==> config.mk <==
export PLATFORM = sky130hd
export DESIGN_NAME = serial_addsub_unit
export DESIGN_NICKNAME = d
export VERILOG_FILES = /design/src/rtl/serial_addsub_unit.sv
export SDC_FILE = /design/constraint.sdc
export NUM_CORES = 1
export LEC_CHECK = 0
export ABC_AREA = 1
export CORE_ASPECT_RATIO = 2
export CORE_UTILIZATION = 55
export DETAILED_ROUTE_END_ITERATION = 8
export DONT_BUFFER_PORTS = 1
export GPL_ROUTABILITY_DRIVEN = 0
export PLACE_DENSITY_LB_ADDON = 0.08
export SYNTH_ARGS = -nofsm -noshare
export SYNTH_HDL_FRONTEND = slang
export SYNTH_SLANG_ARGS = --single-unit
==> constraint.sdc <==
create_clock -name clk -period 1.31 [get_ports clk]
set_clock_uncertainty 0.1 [all_clocks]
set_input_delay 0.0655 -clock clk [delete_from_list [all_inputs] [get_ports clk]]
set_output_delay 0.0655 -clock clk [all_outputs]
set_load 0.02 [all_outputs]
==> src/rtl/serial_addsub_unit.sv <==
// serial_addsub_unit
//   Word-framed serial adder/subtractor. Two WIDTH-bit operands are loaded on
//   an accepted start and processed LSB-first, one bit per clock, through a
//   single full-adder slice and a carry flip-flop. Each sum bit is streamed
//   out serially; the assembled result, carry-out and signed-overflow flag
//   are then presented with a one-cycle done pulse.
//
//   State | Meaning
//   ------+--------------------------------------------------------------
//   IDLE  | waiting for start; result/cout/overflow hold the last answer
//   SHIFT | one full-adder step per clock, WIDTH steps total
//   DONE  | result valid, done pulses, start ignored; always back to IDLE
//
// Ports
//   clk        system clock, rising edge
//   reset      asynchronous active-low reset
//   start      request, sampled only in IDLE
//   sub        0 = a+b, 1 = a-b (sampled with start)
//   a, b       operands (sampled with start)
//   busy       high while in SHIFT
//   sum_bit    registered serial sum bit, LSB first
//   sum_valid  qualifies sum_bit
//   result     assembled sum/difference, held until next accepted start
//   cout       final carry (not-borrow for subtract)
//   overflow   signed overflow: carry into MSB xor carry out of MSB
//   done       one-cycle pulse when result/cout/overflow are valid
module serial_addsub_unit #(
  parameter int WIDTH = 8
) (
  input  logic             clk,
  input  logic             reset,
  input  logic             start,
  input  logic             sub,
  input  logic [WIDTH-1:0] a,
  input  logic [WIDTH-1:0] b,
  output logic             busy,
  output logic             sum_bit,
  output logic             sum_valid,
  output logic [WIDTH-1:0] result,
  output logic             cout,
  output logic             overflow,
  output logic             done
);

  localparam int CNT_W = (WIDTH > 1) ? $clog2(WIDTH) : 1;

  typedef enum logic [1:0] {
    S_IDLE  = 2'd0,
    S_SHIFT = 2'd1,
    S_DONE  = 2'd2
  } state_t;

  state_t           state;
  state_t           state_nxt;
  logic [WIDTH-1:0] op_a;
  logic [WIDTH-1:0] op_b;
  logic             carry;
  logic [CNT_W-1:0] cnt;

  logic bit_s;
  logic bit_c;
  logic last_bit;
  logic accept;

  // Single full-adder slice on the current LSBs.
  assign bit_s    = op_a[0] ^ op_b[0] ^ carry;
  assign bit_c    = (op_a[0] & op_b[0]) | (op_a[0] & carry) | (op_b[0] & carry);
  assign last_bit = (cnt == CNT_W'(WIDTH - 1));

  always_ff @(posedge clk or negedge reset) begin
    if (!reset) begin
      state <= S_IDLE;
    end else begin
      state <= state_nxt;
    end
  end

  always_comb begin
    state_nxt = state;
    accept    = 1'b0;
    case (state)
      S_IDLE: begin
        if (start) begin
          accept    = 1'b1;
          state_nxt = S_SHIFT;
        end
      end
      S_SHIFT: begin
        if (last_bit) begin
          state_nxt = S_DONE;
        end
      end
      S_DONE: begin
        state_nxt = S_IDLE;
      end
      default: begin
        state_nxt = S_IDLE;
      end
    endcase
  end

  // busy/done are registered copies of the next state so every output
  // comes straight from a flop.
  always_ff @(posedge clk or negedge reset) begin
    if (!reset) begin
      busy <= 1'b0;
      done <= 1'b0;
    end else begin
      busy <= (state_nxt == S_SHIFT);
      done <= (state_nxt == S_DONE);
    end
  end

  always_ff @(posedge clk or negedge reset) begin
    if (!reset) begin
      op_a      <= '0;
      op_b      <= '0;
      carry     <= 1'b0;
      cnt       <= '0;
      result    <= '0;
      cout      <= 1'b0;
      overflow  <= 1'b0;
      sum_bit   <= 1'b0;
      sum_valid <= 1'b0;
    end else begin
      case (state)
        S_IDLE: begin
          if (accept) begin
            // Subtract as a + ~b + 1: the +1 enters through the carry.
            op_a   <= a;
            op_b   <= sub ? ~b : b;
            carry  <= sub;
            cnt    <= '0;
            result <= '0;
          end
        end
        S_SHIFT: begin
          op_a      <= op_a >> 1;
          op_b      <= op_b >> 1;
          carry     <= bit_c;
          result    <= {bit_s, result[WIDTH-1:1]};
          sum_bit   <= bit_s;
          sum_valid <= 1'b1;
          cnt       <= cnt + CNT_W'(1);
          if (last_bit) begin
            cout     <= bit_c;
            overflow <= carry ^ bit_c;
          end
        end
        S_DONE: begin
          sum_valid <= 1'b0;
        end
        default: begin
          sum_valid <= 1'b0;
        end
      endcase
    end
  end

endmodule

### After elaboration in Yosys (flattened, before gate mapping)

Index checks and enable logic that the tools add are counted.

* equality and inequality tests: 5
* bitwise gates (word level): 9
* add/sub/neg operators: 1
* reduce and logical (&&, ||, !) cells: 4
* mux-type cells: 17

Operators with widths (number)
* $pmux 8 s2: 3
* $mux 8: 4
* $not 8->8: 1
* $pmux 3 s2: 1
* $eq 2x1->1 const B: 2
* $mux 2: 2
* $pmux 1 s2: 2
* $pmux 2 s2: 1
* $reduce_and 2->1: 2
* $add 3x1->3 const B: 1
* $and 1x1->1: 3
* $eq 3x3->1 const B: 1
* $mux 1: 3
* $mux 3: 1
* $xor 1x1->1: 3
* $eq 2x2->1 const B: 1
* $logic_not 2->1: 1
* $ne 2x2->1 const B: 1
* $or 1x1->1: 2
* $reduce_bool 2->1: 1

* output and inout port bits: 14
* bits of input ports: 20
* logic and storage cells: 48
* register bits: 36

### Logic depth before layout (Yosys ltp)

Gate-level depths: netlist (run 1).

* depth after elaboration: 4
* gate-level depth with buffers: 8
* depth with buffers taken out: 6

### Worst setup path before layout (run 1)

Ideal clock, no wire load.

* path kind: reg2reg
* start point: register op_b[0]
* end point: register result[7]
* required time: 1.136 ns
* cell stages (with the launch flop): 5
* clock period less this slack: 1.370 ns
* buffers on the path: 0
* path slack: -0.060 ns
* arrival: 1.196 ns
* setup time: 0.074 ns
* path through: dfrtp_1 inv_1 fa_1 or2_2 o21ai_2

* longest elaborated chain between the ends: 3

RTL lines
* from (decl): RTL line 56 `logic [WIDTH-1:0] op_b;`
* from (signal assigned): RTL line 131 `op_b <= sub ? ~b : b;`
* from (signal assigned): RTL line 139 `op_b <= op_b >> 1;`
* $xor 1x1->1 (2 in a row): RTL line 66 `assign bit_s = op_a[0] ^ op_b[0] ^ carry;`
* $pmux 8 s2: RTL line 126 `case (state)`
* to (signal assigned): RTL line 141 `result <= {bit_s, result[WIDTH-1:1]};`
* to (decl): RTL line 39 `output logic [WIDTH-1:0] result,`

Every way passes these cells.
A chain may end at the register's enable or synchronous reset.

### Worst setup path after layout (run 1)

* start point: register carry
* end point: register sum_bit

* longest elaborated chain between the ends: 1

RTL lines
* from (decl): RTL line 57 `logic carry;`
* from (signal assigned): RTL line 132 `carry <= sub;`
* from (signal assigned): RTL line 140 `carry <= bit_c;`
* $xor 1x1->1: RTL line 66
* to (signal assigned): RTL line 142 `sum_bit <= bit_s;`
* to (decl): RTL line 37 `output logic sum_bit,`

Every way passes these cells.

==> impl_metrics.csv, run 1 <==
group,metric,value,unit
run_status,status,"complete, but fails checks",
run_status,violations,"negative setup slack",
critical_path,timing_worst_setup_path_type,"reg2reg",
critical_path,worst_setup_path_end_kind,"flip-flop",
timing,drv_slew,0,
placement,placedInstanceArea,1810,um^2
synthesis,synth.avg_cell_area,7.94,um^2
floorplanning,start_util,0.587,
synthesis,syn_area,1750,um^2
floorplanning,core,2980,um^2
cts,cts_root_buf,"clkbuf_8",
hold_path,holdCritPathClass,"in2reg",
synthesis,synth.yosys.seq_area_share,0.516,
synthesis,synth_xor_area_frac,0.0150,
cts,cts_buffers,5,
synthesis,synthSimpleGateAreaFrac,0.294,
layout,area_growth,24.1,%
global_route,grt_max_degree,37,
layout,fillCellCount,218,
hold_path,hold_depth,4,
cts,cts_tree,"done",
global_route,antenna_found_initial,0,
timing,slew_headroom,0.721,
floorplanning,die_h,81.7,um
power_and_ir_drop,vdd_drop_max,1.28,mV
floorplanning,ioPinCount,34,
synthesis,yosysWarnings,0,
timing,finalWorstSetupSlack,-0.0335,ns
floorplanning,row_count,28,
timing,fmax,744,MHz
hold_path,hp-start,"start",
synthesis,netlist_instances,220,
critical_path,worst-path-max-fanout,2,
timing,finalSetupViolCount,2,
timing,finalSetupTns,-0.0627,ns
drt,drcViolationCount,0,
drt,num_vias,1455,
cts,clock_latency,0.29,ns
power_and_ir_drop,p_total,0.00506,W
synthesis,synthAdderAreaFrac,0.0258,
drt,antenna_left,0,
cts,clock_path_buffers,2,
job,max_cap_violations,0,
critical_path,worstSetupStartpointType,"flip-flop",
timing,fin_crit,1.34,ns
drt,dr.pass1.iters,4,
global_route,grt_pass1_vias,1425,
cts,clkTransAtPathRegs,0.07,ns
synthesis,synth_top_family_by_area,"simple AND/OR/NAND/NOR gates",
critical_path,cp.arrival,1.47,ns
global_route,grt_pass1_wl,6090,um
critical_path,cp.required,1.43,ns
synthesis,ys_seq_elements,36,
cts,h-tree-depth,2,
drt,first_iter_violations,21,
floorplanning,dieArea,3420,um^2
critical_path,reg2reg_slack,-0.03,ns
critical_path,rr_startpoint,"carry$_DFFE_PN0P_",
synthesis,synth_compound_area_frac,0.0566,
power_and_ir_drop,powerDensity,2330,nW/um^2
critical_path,worstSetupStartpoint,"carry$_DFFE_PN0P_",
synthesis,syn_nets,243,
drt,finalWirelength,3650,um
placement,pre_cts_slack,-0.0424,ns
cts,cts_num_sinks,36,
timing,rsz0062_at_grt,"yes",
timing,finalCritPeriodShare,1.03,
layout,drive_above_1_share,0.169,
drt,via_per_inst,5.12,
global_route,grt_util_all_layers,0.237,
layout,design_area,2170,um^2
synthesis,synthMuxAreaShare,0,
power_and_ir_drop,leakage,1.16,nW
placement,portBuffers,0,
global_route,gr-total-overflow,0,
layout,n_antenna_cell,0,
placement,dpl.hpwl,2420,um
timing,worst_pin_slew,0.418,ns
drt,wl_per_cell,12.9,um
critical_path,ff2ff_path_depth,4,
floorplanning,die_x,41.9,um
synthesis,yosys.cell_types.count,19,
layout,finalNetCount,276,
timing,hold_viol,0,
layout,fin_util,0.728,
## metrics by stage
stage                     hold WS (ns)  cells
final                           0.0187    284
after global routing            0.0398    284
after global placement          -0.329    253
after floorplan                 -0.330    220
after CTS                       0.0265    282
after detailed placement        -0.329    253
## cells by family after synthesis
logic type,after synthesis
and+or+nand+nor,131
adders and majority gates,3
DFF,36
AOI/OAI and AO/OA,16
xor gates and xnor gates,3
buffers and inverters,31
## routing by layer
metal	up-vias	share of wire	track usage
met5	-	0	0
li1	722	-	-
met1	688	0.38	0.253
met2	37	0.57	0.444
met4	0	0.018	0.106
met3	8	0.036	0.0418
## synthesized netlist by cell type (all sizes together)
library cell  instances  area [um^2]
xor2                  3         26.3
nand3                 6         30.0
ha                    2         25.0
o21ai                14         81.3
inv                  23         86.3
buf                   8         75.1
dfrtp                36          901
fa                    1         20.0
a21oi                 2         17.5
or2                   2         12.5
nand2               103          389
nor2                 20         82.6
## layout by cell type, fill, tap and decap left out, types with 3 or more instances in the layout
cell type,count
buf_4,14
clkbuf_8,5
dfrtp_1,35
dlygate4sd3_1,17
inv_1,16
inv_2,7
nand2_1,102
nand3_1,6
nor2_1,18
o21ai_0,10
xor2_1,3
## critical path, cell delays in order (launching register included)
cell and delay, ns:
dfrtp_1 0.40, inv_2 0.07, fa_2 0.41, or2_4 0.24
nand2_1 0.06
## sequential cells by signal, indices dropped and copies added, names as in the netlist, 2 cells and up
name,cells
op_a,8
result,8
state,2
op_b,8
cnt,3
## area by class of cell
type,count,area (um^2),share of cell area
multi-input combinational,153,707,0.326
inverter,23,86.3,0.0398
clock buffer,6,72.6,0.0335
tap,30,37.5,0.0173
timing repair buffer,34,328,0.151
clock inverter,2,35.0,0.0162
sequential,36,902,0.416
## final timing paths
kind                                       endpoint
worst min register to register  op_b[7]$_DFFE_PN0P_
min in group asynchronous            done$_DFF_PN0_
worst max register to register  sum_bit$_DFFE_PN0P_
worst max-delay path            sum_bit$_DFFE_PN0P_
max in group asynchronous        state[0]$_DFF_PN0_
worst min-delay path             cnt[1]$_DFFE_PN0P_
## repair_timing
item | in CTS | in global routing
hold buffers | 19 | 0
pin swaps | 0 | 0
gates resized for setup | 4 | 9
endpoints found under the setup margin | 6 | 22
buffers inserted | 2 | 2
hold endpoints to repair | 53 | 0
## power breakdown
| part | internal, W | total, W | switching, W | leakage (nW) |
|---|---|---|---|---|
| Sequential | 0.00158 | 0.00210 | 0.000512 | 0.450 |
| Combinational | 0.000883 | 0.00202 | 0.00114 | 0.655 |
| Clock | 0.000564 | 0.000940 | 0.000376 | 0.0552 |
| Total | 0.00303 | 0.00506 | 0.00203 | 1.16 |
No activity file was read; power rests on OpenSTA's default activity.
==> inputs of run 2 (changes only) <==
--- a/config.mk
+++ b/config.mk
@@ -13,3 +13,4 @@
 export GPL_ROUTABILITY_DRIVEN = 0
-export PLACE_DENSITY_LB_ADDON = 0.08
+export GPL_TIMING_DRIVEN = 0
+export PLACE_DENSITY = 0.73
 export SYNTH_ARGS = -nofsm -noshare
==> constraint.sdc (replaced) <==
create_clock -name clk -period 1.31 [get_ports clk]
set_clock_uncertainty 0.1 [all_clocks]
set_input_delay 0.262 -clock clk [delete_from_list [all_inputs] [get_ports clk]]
set_output_delay 0.262 -clock clk [all_outputs]
set_load 0.02 [all_outputs]
==> impl_metrics.csv, run 2 (same netlist as run 1, synthesis figures left out) <==
group,metric,value,unit
run_status,status,"complete, but fails checks",
run_status,violations,"negative hold slack, negative setup slack",
cts,cts_tree,"done",
timing,finalSetupViolCount,13,
critical_path,cp.required,1.40,ns
placement,portBuffers,0,
floorplanning,row_count,28,
critical_path,rr_startpoint,"state[0]$_DFF_PN0_",
cts,clock_path_buffers,2,
hold_path,hp-start,"a[7]",
critical_path,worstSetupStartpointType,"flip-flop",
drt,dr.pass1.iters,4,
drt,via_per_inst,5.49,
power_and_ir_drop,vdd_drop_max,1.95,mV
timing,hold_viol,1,
cts,cts_num_sinks,36,
critical_path,worstSetupStartpoint,"state[0]$_DFF_PN0_",
timing,slew_headroom,0.823,
timing,rsz0062_at_grt,"yes",
drt,wl_per_cell,15.9,um
layout,n_antenna_cell,0,
cts,cts_buffers,5,
critical_path,timing_worst_setup_path_type,"reg2reg",
drt,first_iter_violations,36,
critical_path,worstPathCellList,"o21ai_4 > inv_2 > clkbuf_16 > nand3_2 > nand2_1",
global_route,grt_max_degree,37,
layout,drive_above_1_share,0.314,
placement,dpl.hpwl,2410,um
drt,finalWirelength,4370,um
layout,fin_util,0.757,
global_route,grt_pass1_wl,5710,um
cts,h-tree-depth,2,
floorplanning,dieArea,3420,um^2
critical_path,reg2reg_slack,-0.08,ns
cts,cts_root_buf,"clkbuf_8",
floorplanning,die_x,41.9,um
layout,top_regs,"op_a (8), op_b (8), result (8)",
timing,worst_pin_slew,0.264,ns
cts,clkTransAtPathRegs,0.08,ns
critical_path,max_stage_delay,0.47,ns
critical_path,cp.arrival,1.48,ns
drt,drcViolationCount,0,
critical_path,crit_slowest_cell,"dfrtp_2",
layout,finalNetCount,267,
power_and_ir_drop,leakage,1.17,nW
floorplanning,die_h,81.7,um
cts,clock_latency,0.29,ns
timing,finalCritPeriodShare,1.06,
floorplanning,ioPinCount,34,
global_route,gr-total-overflow,0,
layout,layout_commonest_cell,"nand2_1",
timing,drv_slew,0,
critical_path,cp-endpoint,"carry$_DFFE_PN0P_",
timing,fin_crit,1.39,ns
layout,area_growth,29.0,%
drt,num_vias,1509,
critical_path,worst-path-max-fanout,6,
global_route,antenna_found_initial,0,
power_and_ir_drop,powerDensity,2760,nW/um^2
timing,fmax,720,MHz
drt,antenna_left,0,
global_route,grt_pass1_vias,1350,
floorplanning,core,2980,um^2
layout,layout_common_cells,"89 x nand2_1, 34 x dfrtp_1, 15 x inv_1, 14 x nor2_1, 13 x nand2_2",
critical_path,r2r_end,"carry$_DFFE_PN0P_",
job,max_cap_violations,0,
timing,finalWorstSetupSlack,-0.0783,ns
critical_path,worst_setup_path_end_kind,"flip-flop",
hold_path,holdCritPathClass,"in2reg",
timing,hold_slack,-0.00116,ns
critical_path,ff2ff_path_depth,5,
floorplanning,start_util,0.587,
global_route,grt_util_all_layers,0.227,
==> run 2: changes by cell type in the layout (fill, tap and decap cells not counted), sizes merged <==
cell | previous run | this run
dlymetal6s4s | 1 | 0
buf | 16 | 22
dlygate4sd3 | 17 | 1
bufinv | 1 | 3
clkinv | 1 | 0
clkbuf | 6 | 7
==> run 2: metal layers <==
layer  up-vias  global-route usage  routed length [um]
met4         0               0.110                  81
met3        10              0.0549                 167
met2        52               0.416                2530
met5         -                   0                   0
met1       739               0.237                1600
li1        708                   -                   -
==> run 2: power by group <==
| group | leakage, nW | switching, W | internal, W | total [W] |
|---|---|---|---|---|
| Clock | 0.0784 | 0.000427 | 0.000952 | 0.00138 |
| Sequential | 0.448 | 0.000524 | 0.00158 | 0.00211 |
| Combinational | 0.648 | 0.00149 | 0.00123 | 0.00272 |
==> run 2: critical path, delay by kind of cell, from the launching register on <==
kind,cells,cell delay [ns]
AND/OR/NAND/NOR,2,0.11
AO/OA/AOI/OAI,1,0.29
flip-flops,1,0.47
buffers and inverters,2,0.31
==> run 2: final cells by class <==
class                   count  area [um^2]
flip-flops and latches     36          903
multi-input cells         153          792
fillers                   211          724
repair buffers             17          185
clock inverters             3         90.1
plain buffers               8         90.1
inverters                  23         86.3
clock buffers               5         68.8
well taps                  30         37.5
==> run 2: worst min-delay path by stage <==
stage | endpoint | slack [ns] | cells after the start
6_report | op_a[7]$_DFFE_PN0P_ | -0.001 | 2
5_1_grt | op_a[7]$_DFFE_PN0P_ | 0.002 | 2
4_1_cts | op_a[7]$_DFFE_PN0P_ | 0.002 | 2
3_5_place_dp | done$_DFF_PN0_ | -0.13 | 0
3_3_place_gp | result[2]$_DFFE_PN0P_ | -0.13 | 0
2_1_floorplan | busy$_DFF_PN0_ | -0.13 | 0
==> run 2: what timing repair did <==
action | CTS | global route
buffers inserted | 4 | 9
endpoints found under the setup margin | 25 | 28
endpoints found under the hold margin | 36 | 0
gates resized for setup | 7 | 42
pin swaps | 1 | 17
cloned | 0 | 2
hold buffers | 2 | 0
==> run 2: stage by stage <==
stage	setup slack (ns)	power, W	setup TNS [ns]	std cells	instance area, um^2
global placement	-0.0314	0.00380	-0.374	250	1790
finish	-0.0783	0.00621	-0.589	275	2250
detailed placement	-0.0496	0.00390	-0.634	250	1790
CTS	-0.0396	0.00544	-0.133	264	2020
floorplan	0.0144	0.00348	0	220	1750
global route	-0.129	0.00655	-1.76	275	2250
==> inputs of run 3 (changes only) <==
--- a/config.mk
+++ b/config.mk
@@ -7,3 +7,2 @@
 export LEC_CHECK = 0
-export ABC_AREA = 1
 export CORE_ASPECT_RATIO = 2
==> constraint.sdc (replaced) <==
create_clock -name clk -period 1.31 [get_ports clk]
set_clock_uncertainty 0.1 [all_clocks]
set_input_delay 0.131 -clock clk [delete_from_list [all_inputs] [get_ports clk]]
set_output_delay 0.131 -clock clk [all_outputs]
set_load 0.02 [all_outputs]
==> impl_metrics.csv, run 3 <==
group,metric,value,unit
run_status,status,"completed",
synthesis,ys_seq_elements,36,
critical_path,max_stage_delay,0.42,ns
layout,area_growth,23.5,%
cts,clkTransAtPathRegs,0.07,ns
synthesis,yosysTopAreaCell,"dfrtp_1",
layout,finalNetCount,184,
drt,antenna_left,0,
synthesis,synth_edf_count,0,
drt,wl_per_cell,16.4,um
layout,n_antenna_cell,0,
floorplanning,core,2770,um^2
hold_path,hold_depth,2,
synthesis,yosysWarnings,0,
critical_path,worst-path-max-fanout,3,
synthesis,synth.avg_cell_area,11.9,um^2
critical_path,timing_worst_setup_path_type,"reg2reg",
layout,design_area,2000,um^2
global_route,gr-total-overflow,0,
layout,top_regs,"op_a (8), op_b (8), result (8)",
critical_path,worst_setup_path_end_kind,"flip-flop",
critical_path,r2r_end,"overflow$_DFFE_PN0P_",
synthesis,yosys.cell_types.count,26,
critical_path,ff2ff_path_depth,4,
layout,layout_commonest_cell,"dfrtp_1",
floorplanning,dieArea,3170,um^2
synthesis,ys.flop_type,"dfrtp_1",
critical_path,cp.arrival,1.41,ns
synthesis,netlist_instances,136,
timing,finalSetupViolCount,0,
global_route,grt_util_all_layers,0.217,
critical_path,rr_startpoint,"op_a[0]$_DFFE_PN0P_",
synthesis,synth.yosys.seq_area_share,0.557,
drt,drcViolationCount,0,
job,max_cap_violations,0,
layout,fin_util,0.721,
power_and_ir_drop,leakage,0.941,nW
critical_path,reg2reg_slack,0.006,ns
layout,instances_no_fill,191,
timing,rsz0062_at_grt,"yes",
synthesis,yosysTopAreaCellShare,0.557,
power_and_ir_drop,vdd_drop_max,1.62,mV
power_and_ir_drop,powerDensity,2360,nW/um^2
drt,dr.pass1.iters,5,
drt,top_layer_used,"met4",
drt,dr_wl_met3,92,um
timing,finalSetupTns,0,ns
cts,cts_buffers,5,
global_route,antenna_found_initial,0,
layout,layout_common_cells,"34 x dfrtp_1, 14 x nand2_1, 11 x o21ai_1, 10 x a22o_1, 10 x dlygate4sd3_1",
cts,clock_latency,0.28,ns
timing,slew_headroom,0.825,
critical_path,crit_slowest_cell,"fa_2",
drt,finalWirelength,3130,um
timing,worst_pin_slew,0.263,ns
critical_path,cp.required,1.41,ns
floorplanning,ioPinCount,34,
global_route,grt_pass1_vias,1065,
placement,dp_cells,165,
critical_path,worstPathCellList,"inv_2 > fa_2 > xor2_1 > o21ai_1",
drt,met1_length,1280,um
synthesis,syn_nets,159,
floorplanning,die_h,78.7,um
hold_path,holdCritPathClass,"in2reg",
placement,placedInstanceArea,1660,um^2
cts,h-tree-depth,2,
critical_path,worstSetupStartpoint,"op_a[0]$_DFFE_PN0P_",
synthesis,syn_area,1620,um^2
timing,hold_viol,0,
layout,drive_above_1_share,0.222,
cts,cts_root_buf,"clkbuf_8",
timing,fmax,767,MHz
floorplanning,row_count,27,
cts,cts_tree,"done",
drt,via_per_inst,5.92,
timing,finalCritPeriodShare,0.996,
placement,dpl.hpwl,2020,um
critical_path,cp-endpoint,"overflow$_DFFE_PN0P_",
synthesis,async_flop_share,1.00,
timing,drv_slew,0,
global_route,grt_pass1_wl,4850,um
cts,cts_num_sinks,36,
critical_path,worstSetupStartpointType,"flip-flop",
drt,first_iter_violations,10,
global_route,grt_max_degree,37,
synthesis,synthMostInstantiatedCell,"dfrtp_1",
synthesis,synth_common_cells,"36 x dfrtp_1, 14 x nand2_1, 11 x o21ai_1",
floorplanning,start_util,0.584,
placement,portBuffers,0,
synthesis,synth_area_leaders,"dfrtp_1 56%, a22o_1 5.4%, xor2_1 4.9%, a221o_1 4.3%, and3b_1 3.8%",
drt,wl_met2,1710,um
drt,num_vias,1131,
floorplanning,die_x,40.3,um
cts,clock_path_buffers,2,
timing,fin_crit,1.30,ns
-- run 3: routing by layer --
layer  vias to the layer above  global-route usage
li1                        536                   -
met1                       562               0.258
met2                        28               0.356
met3                         5              0.0508
met4                         0              0.0800
met5                         -                   0
-- run 3: worst min-delay path by stage --
stage,startpoint,endpoint,slack (ns)
after floorplan,reset,busy$_DFF_PN0_,-0.26
after CTS,b[4],op_b[4]$_DFFE_PN0P_,0.02
after detailed placement,reset,result[6]$_DFFE_PN0P_,-0.26
after global placement,reset,result[6]$_DFFE_PN0P_,-0.26
final,b[0],op_b[0]$_DFFE_PN0P_,0.03
after global routing,b[3],op_b[3]$_DFFE_PN0P_,0.05
-- run 3: repair_timing --
item                                    4_1_cts  5_1_grt
hold buffers                                 11        0
endpoints found under the setup margin       13        8
endpoints found under the hold margin        46        0
resized for setup                             9        6
pin swaps                                     4        9
gates cloned                                  0        1
buffers inserted                              2        4
-- run 3: layout make-up --
type,instances,area [um^2]
Sequential cell,36,903
Fill cell,192,773
Multi-Input combinational cell,86,693
Timing Repair Buffer,17,165
Clock buffer,6,72.6
Buffer,9,68.8
Tap cell,29,36.3
Clock inverter,2,35.0
Inverter,6,22.5
-- run 3: cells by family after synthesis --
logic type,synth area share
buffers and inverters,0.0503
AO/OA/AOI/OAI,0.211
AND/OR/NAND/NOR,0.104
adder cells (fa/ha/maj),0.0279
XOR/XNOR,0.0488
flip-flops,0.557
-- run 3: power breakdown --
| group | switching, W | internal [W] |
|---|---|---|
| registers | 0.000545 | 0.00157 |
| logic | 0.000760 | 0.000902 |
| clock network | 0.000369 | 0.000564 |
| total | 0.00167 | 0.00303 |
-- run 3: metrics by stage --
step | worst slack [ns] | total power [W] | hold WS (ns)
6_report | 0.00567 | 0.00471 | 0.0302
5_1_grt | -0.0752 | 0.00503 | 0.0501
4_1_cts | -0.00263 | 0.00456 | 0.0229
3_5_place_dp | -0.0914 | 0.00345 | -0.264
3_3_place_gp | -0.0678 | 0.00339 | -0.264
2_1_floorplan | 0.0172 | 0.00313 | -0.265
-- run 3: worst max-delay path: cells and delay by family, from the launching register on --
| kind | cells | cell delay [ns] |
|---|---|---|
| AO/OA/AOI/OAI | 1 | 0.13 |
| XOR/XNOR | 1 | 0.15 |
| flip-flops | 1 | 0.37 |
| adder cells (fa/ha/maj) | 1 | 0.42 |
| buffers and inverters | 1 | 0.05 |
